## config.mk

```make
export PLATFORM = sky130hd
export DESIGN_NAME = hazard_ctrl
export DESIGN_NICKNAME = d
export VERILOG_FILES = /design/src/rtl/hazard_ctrl.sv
export SDC_FILE = /design/constraint.sdc
export NUM_CORES = 1
export LEC_CHECK = 0
export BUFFER_PORTS_ARGS = -buffer_cell sky130_fd_sc_hd__buf_2
export CORE_MARGIN = 5
export CORE_UTILIZATION = 40
export CTS_BUF_LIST = sky130_fd_sc_hd__clkbuf_8
export DETAILED_ROUTE_END_ITERATION = 10
export REMOVE_ABC_BUFFERS = 1
export SLEW_MARGIN = 20
export SYNTH_ARGS = -nofsm -noshare
export SYNTH_HDL_FRONTEND = slang
export SYNTH_SLANG_ARGS = --single-unit
```

## constraint.sdc

```tcl
create_clock -name clk -period 5 [get_ports clk]
set_input_delay 0.25 -clock clk [delete_from_list [all_inputs] [get_ports clk]]
set_output_delay 0.25 -clock clk [all_outputs]
set_load 0.005 [all_outputs]
```

## src/rtl/hazard_ctrl.sv

```systemverilog
// ---------------------------------------------------------------------------
// hazard_ctrl
//   Pipeline sequencer for the 5-stage core. It generates the load enables for
//   PC, IF/ID, ID/EX, EX/MEM and MEM/WB, and the bubble/flush controls for
//   IF/ID and ID/EX. It handles three kinds of event:
//     - RAW hazards between the ID sources and the EX/MEM destinations,
//     - flushes caused by a taken branch or jump,
//     - waits on the data memory.
//   A RUN/WAIT/ERR state machine watches the memory handshake. If the wait
//   lasts too long the block enters ERR, which is sticky until reset.
//   Two saturating event counters are kept.
//
//   Optional feature macro: HAZARD_FORWARDING_EN
//     defined   : a forwarding unit exists, so only load-use dependencies stall.
//     undefined : any dependency on a pending EX or MEM writer stalls until
//                 that writer has left MEM.
//
// Ports
//   clk, reset                  clock (rising edge), async active-high reset
//   id_rs1_i, id_rs2_i          source register addresses of the ID instruction
//   id_use_rs1_i, id_use_rs2_i  the ID instruction really reads rs1 / rs2
//   ex_rd_i, ex_reg_write_i     EX destination and its register-write flag
//   ex_mem_re_i                 the EX instruction is a load
//   mem_rd_i, mem_reg_write_i   MEM destination and its register-write flag
//   ex_branch_taken_i           branch/jump resolved taken in EX
//   mem_req_i, mem_ready_i      data-memory request / completion
//   pc_en_o .. mem_wb_en_o      stage load enables
//   if_id_flush_o, id_ex_flush_o  load a NOP bubble into that register
//   mem_err_o                   sticky memory-timeout error
//   stall_cnt_o                 cycles with pc_en_o=0 outside ERR (saturating)
//   flush_cnt_o                 taken-branch flush events (saturating)
// ---------------------------------------------------------------------------
module hazard_ctrl #(
    parameter int REG_AW      = 5,
    parameter int CNT_W       = 16,
    parameter int MEM_TIMEOUT = 15
) (
    input  logic              clk,
    input  logic              reset,
    input  logic [REG_AW-1:0] id_rs1_i,
    input  logic [REG_AW-1:0] id_rs2_i,
    input  logic              id_use_rs1_i,
    input  logic              id_use_rs2_i,
    input  logic [REG_AW-1:0] ex_rd_i,
    input  logic              ex_reg_write_i,
    input  logic              ex_mem_re_i,
    input  logic [REG_AW-1:0] mem_rd_i,
    input  logic              mem_reg_write_i,
    input  logic              ex_branch_taken_i,
    input  logic              mem_req_i,
    input  logic              mem_ready_i,
    output logic              pc_en_o,
    output logic              if_id_en_o,
    output logic              id_ex_en_o,
    output logic              ex_mem_en_o,
    output logic              mem_wb_en_o,
    output logic              if_id_flush_o,
    output logic              id_ex_flush_o,
    output logic              mem_err_o,
    output logic [CNT_W-1:0]  stall_cnt_o,
    output logic [CNT_W-1:0]  flush_cnt_o
);

    typedef enum logic [1:0] {
        ST_RUN  = 2'd0,
        ST_WAIT = 2'd1,
        ST_ERR  = 2'd2
    } state_t;

    localparam logic [7:0] WAIT_LAST = 8'(MEM_TIMEOUT - 1);

    state_t           state_q, state_d;
    logic [7:0]       wait_cnt_q, wait_cnt_d;
    logic [CNT_W-1:0] stall_cnt_q, stall_cnt_d;
    logic [CNT_W-1:0] flush_cnt_q, flush_cnt_d;

    // ------------------------------------------------------------------
    // Source/destination comparison. Register 0 is hard-wired and never
    // creates a dependency.
    // ------------------------------------------------------------------
    logic [REG_AW-1:0] src_rs  [2];
    logic [1:0]        src_use;
    logic [1:0]        match_ex;
    logic [1:0]        match_mem;

    assign src_rs[0]  = id_rs1_i;
    assign src_rs[1]  = id_rs2_i;
    assign src_use[0] = id_use_rs1_i;
    assign src_use[1] = id_use_rs2_i;

    generate
        for (genvar gi = 0; gi < 2; gi++) begin : g_src
            assign match_ex[gi]  = src_use[gi] && (src_rs[gi] == ex_rd_i)
                                   && (ex_rd_i != '0);
            assign match_mem[gi] = src_use[gi] && (src_rs[gi] == mem_rd_i)
                                   && (mem_rd_i != '0);
        end
    endgenerate

    logic load_use;
    logic hazard;

    assign load_use = ex_mem_re_i && (|match_ex);

`ifdef HAZARD_FORWARDING_EN
    // Forwarding resolves every RAW case except a load result needed at once.
    assign hazard = load_use;
    logic unused_fwd;
    assign unused_fwd = ^{ex_reg_write_i, mem_reg_write_i, match_mem};
`else
    // Without forwarding, the ID instruction waits until every pending writer
    // of its sources has retired. The register file writes before it reads,
    // so a writer in WB no longer needs a stall.
    assign hazard = load_use
                  || (ex_reg_write_i  && (|match_ex))
                  || (mem_reg_write_i && (|match_mem));
`endif

    // ------------------------------------------------------------------
    // Stage controls. The priority order is ERR > freeze > branch > hazard > run.
    // ------------------------------------------------------------------
    logic freeze;
    logic branch_fire;

    assign freeze = ((state_q == ST_WAIT) && !mem_ready_i)
                 || ((state_q == ST_RUN) && mem_req_i && !mem_ready_i);

    assign branch_fire = !reset && (state_q != ST_ERR) && !freeze
                      && ex_branch_taken_i;

    always_comb begin
        pc_en_o       = 1'b0;
        if_id_en_o    = 1'b0;
        id_ex_en_o    = 1'b0;
        ex_mem_en_o   = 1'b0;
        mem_wb_en_o   = 1'b0;
        if_id_flush_o = 1'b0;
        id_ex_flush_o = 1'b0;
        if (reset || (state_q == ST_ERR) || freeze) begin
            // Everything is held. A taken branch in EX stays in place and
            // fires once the pipeline moves again.
        end else if (ex_branch_taken_i) begin
            // The branch wins over a load-use stall: the dependent instruction
            // in ID is on the wrong path and is squashed.
            pc_en_o       = 1'b1;
            if_id_en_o    = 1'b1;
            id_ex_en_o    = 1'b1;
            ex_mem_en_o   = 1'b1;
            mem_wb_en_o   = 1'b1;
            if_id_flush_o = 1'b1;
            id_ex_flush_o = 1'b1;
        end else if (hazard) begin
            // Hold PC and IF/ID. Put a bubble into ID/EX and let the older
            // instructions drain.
            id_ex_en_o    = 1'b1;
            id_ex_flush_o = 1'b1;
            ex_mem_en_o   = 1'b1;
            mem_wb_en_o   = 1'b1;
        end else begin
            pc_en_o       = 1'b1;
            if_id_en_o    = 1'b1;
            id_ex_en_o    = 1'b1;
            ex_mem_en_o   = 1'b1;
            mem_wb_en_o   = 1'b1;
        end
    end

    assign mem_err_o   = (state_q == ST_ERR);
    assign stall_cnt_o = stall_cnt_q;
    assign flush_cnt_o = flush_cnt_q;

    // ------------------------------------------------------------------
    // Next state, memory-wait timer and counters
    // ------------------------------------------------------------------
    always_comb begin
        state_d     = state_q;
        wait_cnt_d  = wait_cnt_q;
        stall_cnt_d = stall_cnt_q;
        flush_cnt_d = flush_cnt_q;

        case (state_q)
            ST_RUN: begin
                if (mem_req_i && !mem_ready_i) begin
                    state_d    = ST_WAIT;
                    wait_cnt_d = '0;
                end
            end
            ST_WAIT: begin
                // If mem_ready arrives in the last allowed cycle, the access
                // completes normally and no error is raised.
                if (mem_ready_i) begin
                    state_d = ST_RUN;
                end else if (wait_cnt_q == WAIT_LAST) begin
                    state_d = ST_ERR;
                end else begin
                    wait_cnt_d = wait_cnt_q + 8'd1;
                end
            end
            default: state_d = ST_ERR;
        endcase

        if (!pc_en_o && (state_q != ST_ERR) && (stall_cnt_q != '1))
            stall_cnt_d = stall_cnt_q + CNT_W'(1);
        if (branch_fire && (flush_cnt_q != '1))
            flush_cnt_d = flush_cnt_q + CNT_W'(1);
    end

    always_ff @(posedge clk or posedge reset) begin
        if (reset) begin
            state_q     <= ST_RUN;
            wait_cnt_q  <= '0;
            stall_cnt_q <= '0;
            flush_cnt_q <= '0;
        end else begin
            state_q     <= state_d;
            wait_cnt_q  <= wait_cnt_d;
            stall_cnt_q <= stall_cnt_d;
            flush_cnt_q <= flush_cnt_d;
        end
    end

endmodule

```

==> results of run 1 <==
## synth_stat cells
cell type | n | area share [%]
buf_2 | 2 | 0.43
buf_4 | 3 | 0.97
a21oi_1 | 1 | 0.22
and3_1 | 4 | 1.1
o31a_1 | 1 | 0.38
a21boi_1 | 1 | 0.32
o22ai_1 | 2 | 0.54
nor3_1 | 6 | 1.3
clkinv_4 | 1 | 0.38
nor4b_1 | 1 | 0.38
dfrtp_1 | 42 | 45
o21ai_0 | 1 | 0.22
nor2_1 | 19 | 3.1
o21a_1 | 1 | 0.32
and4_1 | 2 | 0.76
ha_1 | 4 | 2.2
o311ai_4 | 1 | 1.1
nor3_2 | 1 | 0.43
nand2_1 | 21 | 3.4
inv_2 | 1 | 0.16
xor2_1 | 13 | 4.9
or2_1 | 1 | 0.27
mux2_2 | 5 | 2.4
or3_1 | 1 | 0.27
nor3b_1 | 1 | 0.32
o311ai_0 | 1 | 0.38
and4b_1 | 1 | 0.43
o21bai_1 | 1 | 0.32
nand4_1 | 16 | 4.3
nor4_1 | 1 | 0.27
o31ai_1 | 2 | 0.65
o22a_1 | 1 | 0.38
nand3_1 | 15 | 3.2
or4_1 | 1 | 0.32
inv_1 | 8 | 1.3
xnor2_1 | 41 | 15
and2_1 | 1 | 0.27
or4b_1 | 1 | 0.43
a32oi_2 | 1 | 0.70
or2b_1 | 1 | 0.32
## critical path, cell delays in order, from the launching register on
cell	delay [ns]
dfrtp_1	0.44
or2b_1	0.25
inv_2	0.06
or3_1	0.44
clkinv_4	0.11
o311ai_4	0.16
or2_1	0.32
nor3_1	0.18
xor2_1	0.18
## metal layers
metal,vias to the layer above,GRT usage [%],routed length (um)
li1,929,-,-
met1,870,18.3,2320
met2,54,23.6,2330
met3,8,4.23,467
met4,0,4.60,80
met5,-,0,0
## sequential cells by signal (all words and copies together), names as in the netlist
name         cells
flush_cnt_o     16
stall_cnt_o     16
wait_cnt_q       8
state_q          2
## cell usage in the layout, fill, tap and decap left out, types with 2 or more instances in the layout
| cell | count |
|---|---|
| buf_2 | 69 |
| dfrtp_1 | 42 |
| xnor2_1 | 41 |
| nand2_1 | 21 |
| nor2_1 | 19 |
| nand4_1 | 16 |
| nand3_1 | 15 |
| xor2_1 | 13 |
| inv_1 | 10 |
| nor3_1 | 6 |
| mux2_2 | 5 |
| clkbuf_8 | 5 |
| and3_1 | 4 |
| ha_1 | 4 |
| and4_1 | 2 |
| o31ai_1 | 2 |
| o22ai_1 | 2 |
| buf_4 | 2 |
## through the flow
| step | setup slack (ns) | hold slack [ns] | instances | power [mW] |
|---|---|---|---|---|
| 4_1_cts | 2.79 | 0.0727 | 374 | 0.914 |
| 2_1_floorplan | 2.56 | 0.346 | 223 | 0.554 |
| 3_5_place_dp | 2.79 | 0.384 | 366 | 0.652 |
| 5_1_grt | 2.58 | 0.114 | 374 | 0.965 |
| 6_report | 2.77 | 0.0589 | 374 | 0.899 |
| 3_3_place_gp | 2.84 | 0.385 | 366 | 0.647 |
## layout make-up
cell class | instances | area share [%]
well taps | 72 | 3.16
clock inverters | 3 | 1.32
multi-input cells | 171 | 42.1
clock buffers | 5 | 2.42
flip-flops and latches | 42 | 36.9
inverters | 10 | 1.49
repair buffers | 71 | 12.6
## power breakdown
| group | total [mW] | switching, mW | internal [mW] |
|---|---|---|---|
| clock | 0.257 | 0.111 | 0.145 |
| combinational | 0.198 | 0.0947 | 0.103 |
| sequential | 0.445 | 0.0595 | 0.385 |
## worst max-delay path by stage
stage                            to
finish              flush_cnt_o[13]
global route         flush_cnt_o[9]
CTS                 flush_cnt_o[13]
detailed placement  stall_cnt_o[12]
global placement     flush_cnt_o[9]
floorplan            stall_cnt_o[1]
## cell families (layout without fill, tap and decap cells)
group	Yosys count	count (layout)	synth area share, %
simple gates	94	94	20.9
fa+ha+maj	4	4	2.16
buf+inv	15	89	3.24
xor+xnor	54	54	20.4
flops	42	42	45.3
mux	5	5	2.43
compound gates	14	14	5.56
==> summary.md, run 1 <==
| Metric | Value |
|---|---|
| Mapped Cells | 228 |
| GP Congestion | 0.922 |
| Root buf cell | clkbuf_8 |
| I/O pin cnt | 70 |
| Die width | 86.1 um |
| Drt total wl | 5210 um |
| Initial DRC count | 74 |
| Via/cell ratio | 4.98 |
| Final core occ | 51.1% |
| Crit path DAT | 2.44 ns |
| DRC viols | 0 |
| H-tree levels | 2 |
| Fmax achieved | 0.448 GHz |
| CTS Buf Count | 5 |
| DP Area | 2740 um^2 |
| Area of the multi-input gates | 1200 um^2 |
| Final setup vio count | 0 |
| TNS Setup | 0 ns |
| Post-synthesis instance area | 2320 um^2 |
| Min cycle time layout | 2.23 ns |
| Largest net degree at the start of global routing | 27 |
| Hpwl dp | 4060 um |
| Gr ovfl total | 0 |
| Crit start category | register |
| # resized after CTS | 0 |
| Final slew viol count | 0 |
| Synth cell types | 40 |
| R2r setup slk | 2.77 ns |
| Nets | 335 |
| Clock Latency Late Sink | 0.29 ns |
| Synthesized flop and latch total | 42 |
| Post-CTS Setup Inserts | 0 |
| Status | finished, final reports clean |
| Initial Util | 41.6% |
| Buffers on Ports | 69 |
| R2r endpoint | flush_cnt_o[13] |
| Final Hold Violating Endpoints | 0 |
| Placeable Area | 5570 um^2 |
| Row cnt | 27 |
| FF-to-FF Start | state_q[1] |
| Die ar. | 7420 um^2 |
| Inserted Diodes | 0 |
| Syn Area/Cell | 10.2 um^2 |
| Worst Setup SP | state_q[1] |
| First-pass GRT wire length | 8690 um |
| Fillcell total | 538 |
| Pleak | 1.37 nW |
| PwrDens | 316 nW/um^2 |
| Sink Count | 42 |
| Detail Route Antenna Nets | 0 |
| R2r worst-path depth | 8 |
| Layout cell share with drive strength beyond 1 | 29.1% |
| Post-synthesis sequential area ratio | 45.3% |
| Vias in the first global route | 1920 |
| Critical path class | reg2reg |
| P&R area growth vs syn | 22.9% |
| Endpoint class of the critical path | register |
| FF/Latch Area | 1050 um^2 |
| Hold_buf cts | 0 |
| RSZ-0062 raised after global routing | false |
| Via count | 1861 |
| YS warnings | 0 |
| Worst IR Drop VDD | 211 uV |
| Max Cap Viol | 0 |
| Clock skew | 0.00665 ns |
| Global-route usage over all layers | 14.5% |
| WP data required | 5.21 ns |
| Final period utilization | 44.6% |
| CTS tree | yes |
| Worst hold path type | in2async |
| Antenna violations before repair | 0 |
| Crit Path Max Fanout | 8 |
| Worst-path clk slew | 0.08 ns |
| Worst Max-Slew Pin Slew | 0.651 ns |
| Maximum buffer depth of the clock tree | 2 |
| WL/cell | 13.9 um |
| Post-layout instance area | 2850 um^2 |
| Die Ht | 86.1 um |
| 1st-pass router iterations | 4 |
| Max_slew headroom | 56.6% |
Power figures use the tool's default switching activity.
==> run 2: changes to the inputs <==
--- a/config.mk
+++ b/config.mk
@@ -10,6 +10,7 @@
 export CORE_UTILIZATION = 40
 export CTS_BUF_LIST = sky130_fd_sc_hd__clkbuf_8
 export DETAILED_ROUTE_END_ITERATION = 10
+export PLACE_DENSITY = 0.67
 export REMOVE_ABC_BUFFERS = 1
 export SLEW_MARGIN = 20
 export SYNTH_ARGS = -nofsm -noshare
==> constraint.sdc (replaced) <==
create_clock -name clk -period 1.98 [get_ports clk]
set_input_delay 0.099 -clock clk [delete_from_list [all_inputs] [get_ports clk]]
set_output_delay 0.099 -clock clk [all_outputs]
set_load 0.005 [all_outputs]
==> summary.md, run 2 (synthesized netlist as in run 1, its figures left out) <==
| Metric | Value |
|---|---|
| CP cell instances | and4_1 > and3_4 > nand3_4 > o31ai_2 > o31ai_1 > clkdlybuf4s15_2 > nand3_1 > xnor2_1 |
| PwrDens | 743 nW/um^2 |
| CTS Buf Count | 5 |
| Nets | 365 |
| Hpwl dp | 4270 um |
| Slowest cell on crit path | dfrtp_1 |
| I/O pin cnt | 70 |
| Violated checks | setup timing |
| Fillcell total | 509 |
| Worst IR Drop VDD | 625 uV |
| Clock Latency Late Sink | 0.30 ns |
| WP data required | 2.17 ns |
| Final slew viol count | 0 |
| Hold-critical path depth | 2 |
| Power share of the combinational group | 24.1% |
| Global-route usage over all layers | 14.9% |
| Hold EP | state_q[1] |
| DRC viols | 0 |
| Row cnt | 27 |
| Crit Path Max Fanout | 6 |
| Via/cell ratio | 5.09 |
| GP Congestion | 0.878 |
| Via count | 2056 |
| Critical path class | reg2reg |
| FF-to-FF Start | stall_cnt_o[8] |
| Die width | 86.1 um |
| Maximum buffer depth of the clock tree | 2 |
| Sink Count | 42 |
| Worst hold path type | in2reg |
| Worst Max-Slew Pin Slew | 0.473 ns |
| Setup WS post-layout | -0.0284 ns |
| Fin Hold WS | 0.0293 ns |
| Overall Power | 2.34 mW |
| Min cycle time layout | 2.01 ns |
| 1st-pass router iterations | 4 |
| TNS Setup | -0.0912 ns |
| Most frequent cells in the layout | buf_2, dfrtp_1, xnor2_1, buf_4, nand2_1 |
| Pleak | 1.53 nW |
| Detail Route Antenna Nets | 0 |
| Drt total wl | 5730 um |
| Crit start category | register |
| Final core occ | 56.6% |
| Inserted Diodes | 0 |
| Antenna violations before repair | 0 |
| Die ar. | 7420 um^2 |
| Sw Ratio | 29.8% |
| Endpoint class of the critical path | register |
| Final Hold Violating Endpoints | 0 |
| Non-filler cells, final | 404 |
| Status | finished, violations left |
| CP peak stage delay | 0.39 ns |
| Max_slew headroom | 68.4% |
| Layout cell share with drive strength beyond 1 | 39.5% |
| Clock Power Share | 28.2% |
| Post-Place Cells | 391 |
| Gr ovfl total | 0 |
| Clock skew | 0.00940 ns |
| Die Ht | 86.1 um |
| Buffers on Ports | 69 |
| First-pass GRT wire length | 8790 um |
| P&R area growth vs syn | 36.2% |
| Root buf cell | clkbuf_8 |
| Largest net degree at the start of global routing | 39 |
| Internal | 1.65 mW |
| Fmax achieved | 0.498 GHz |
| R2r worst-path depth | 8 |
| R2r endpoint | stall_cnt_o[6] |
| Worst-path clk slew | 0.08 ns |
| Initial Util | 41.6% |
| Final setup vio count | 5 |
| Placeable Area | 5570 um^2 |
| Commonest non-fill, non-tap cell in the layout | buf_2 |
| Final period utilization | 101% |
| CTS tree | yes |
| Power share of the sequential group | 47.7% |
| Crit path DAT | 2.20 ns |
| Hold Crit Start | mem_ready_i |
| Vias in the first global route | 1955 |
| Max Cap Viol | 0 |
| Psw | 0.698 mW |
| R2r setup slk | -0.03 ns |
| H-tree levels | 2 |
| Initial DRC count | 76 |
| WL/cell | 14.2 um |
| RSZ-0062 raised after global routing | true |
## run 2: worst max-delay path by stage
| stage | slack [ns] | end | cells after the start | start |
|---|---|---|---|---|
| 4_1_cts | -0.006 | flush_cnt_o[9] | 8 | state_q[1] |
| 5_1_grt | -0.09 | flush_cnt_o[1] | 6 | flush_cnt_o[10] |
| 6_report | -0.03 | stall_cnt_o[6] | 8 | stall_cnt_o[8] |
| 2_1_floorplan | -0.46 | stall_cnt_o[1] | 6 | stall_cnt_o[8] |
| 3_3_place_gp | -0.03 | stall_cnt_o[12] | 7 | ex_rd_i[2] |
| 3_5_place_dp | -0.07 | flush_cnt_o[15] | 8 | state_q[1] |
## run 2: power groups by stage
stage | clock [mW] | combinational, mW | sequential [mW]
after floorplan | 0 | 0.270 | 1.13
after global placement | 0 | 0.533 | 1.13
after detailed placement | 0 | 0.544 | 1.13
after CTS | 0.684 | 0.550 | 1.12
after global routing | 0.714 | 0.637 | 1.14
final | 0.660 | 0.565 | 1.12
## run 2: what timing repair did
item                                   CTS  global route
pin swaps                                0             5
resized for setup                        3            15
hold buffers                             1             0
endpoints found under the hold margin    4             0
setup endpoints to repair                8            18
setup buffers                            0             3
cloned                                   0             1
## run 2: area by class of cell
type / count / area, um^2 / area share, %
flip-flops and latches: 42 / 1050 / 33.3
clock inverters: 3 / 40.0 / 1.27
clock buffers: 5 / 68.8 / 2.18
multi-input cells: 171 / 1270 / 40.3
well taps: 72 / 90.1 / 2.85
repair buffers: 101 / 592 / 18.7
inverters: 10 / 42.5 / 1.35
## run 2: layer usage
metal | up-vias | routed length (um) | GRT usage, %
met5 | - | 0 | 0
met4 | 0 | 130 | 5.61
met3 | 13 | 416 | 4.13
met2 | 63 | 2640 | 24.6
met1 | 989 | 2540 | 18.5
li1 | 991 | - | -
## run 2: worst max-delay path: cells and delay by family (launching register included)
kind	cells	cell delay (ns)
AO/OA/AOI/OAI	2	0.43
XOR/XNOR	1	0.13
buffers and inverters	1	0.33
flip-flops	1	0.39
AND/OR/NAND/NOR	4	0.63
## run 2: per-stage QoR
stage,instance area [um^2],worst slack [ns]
4_1_cts,3050,-0.00637
2_1_floorplan,2290,-0.459
3_5_place_dp,2920,-0.0691
6_report,3160,-0.0284
5_1_grt,3160,-0.0877
3_3_place_gp,2920,-0.0331
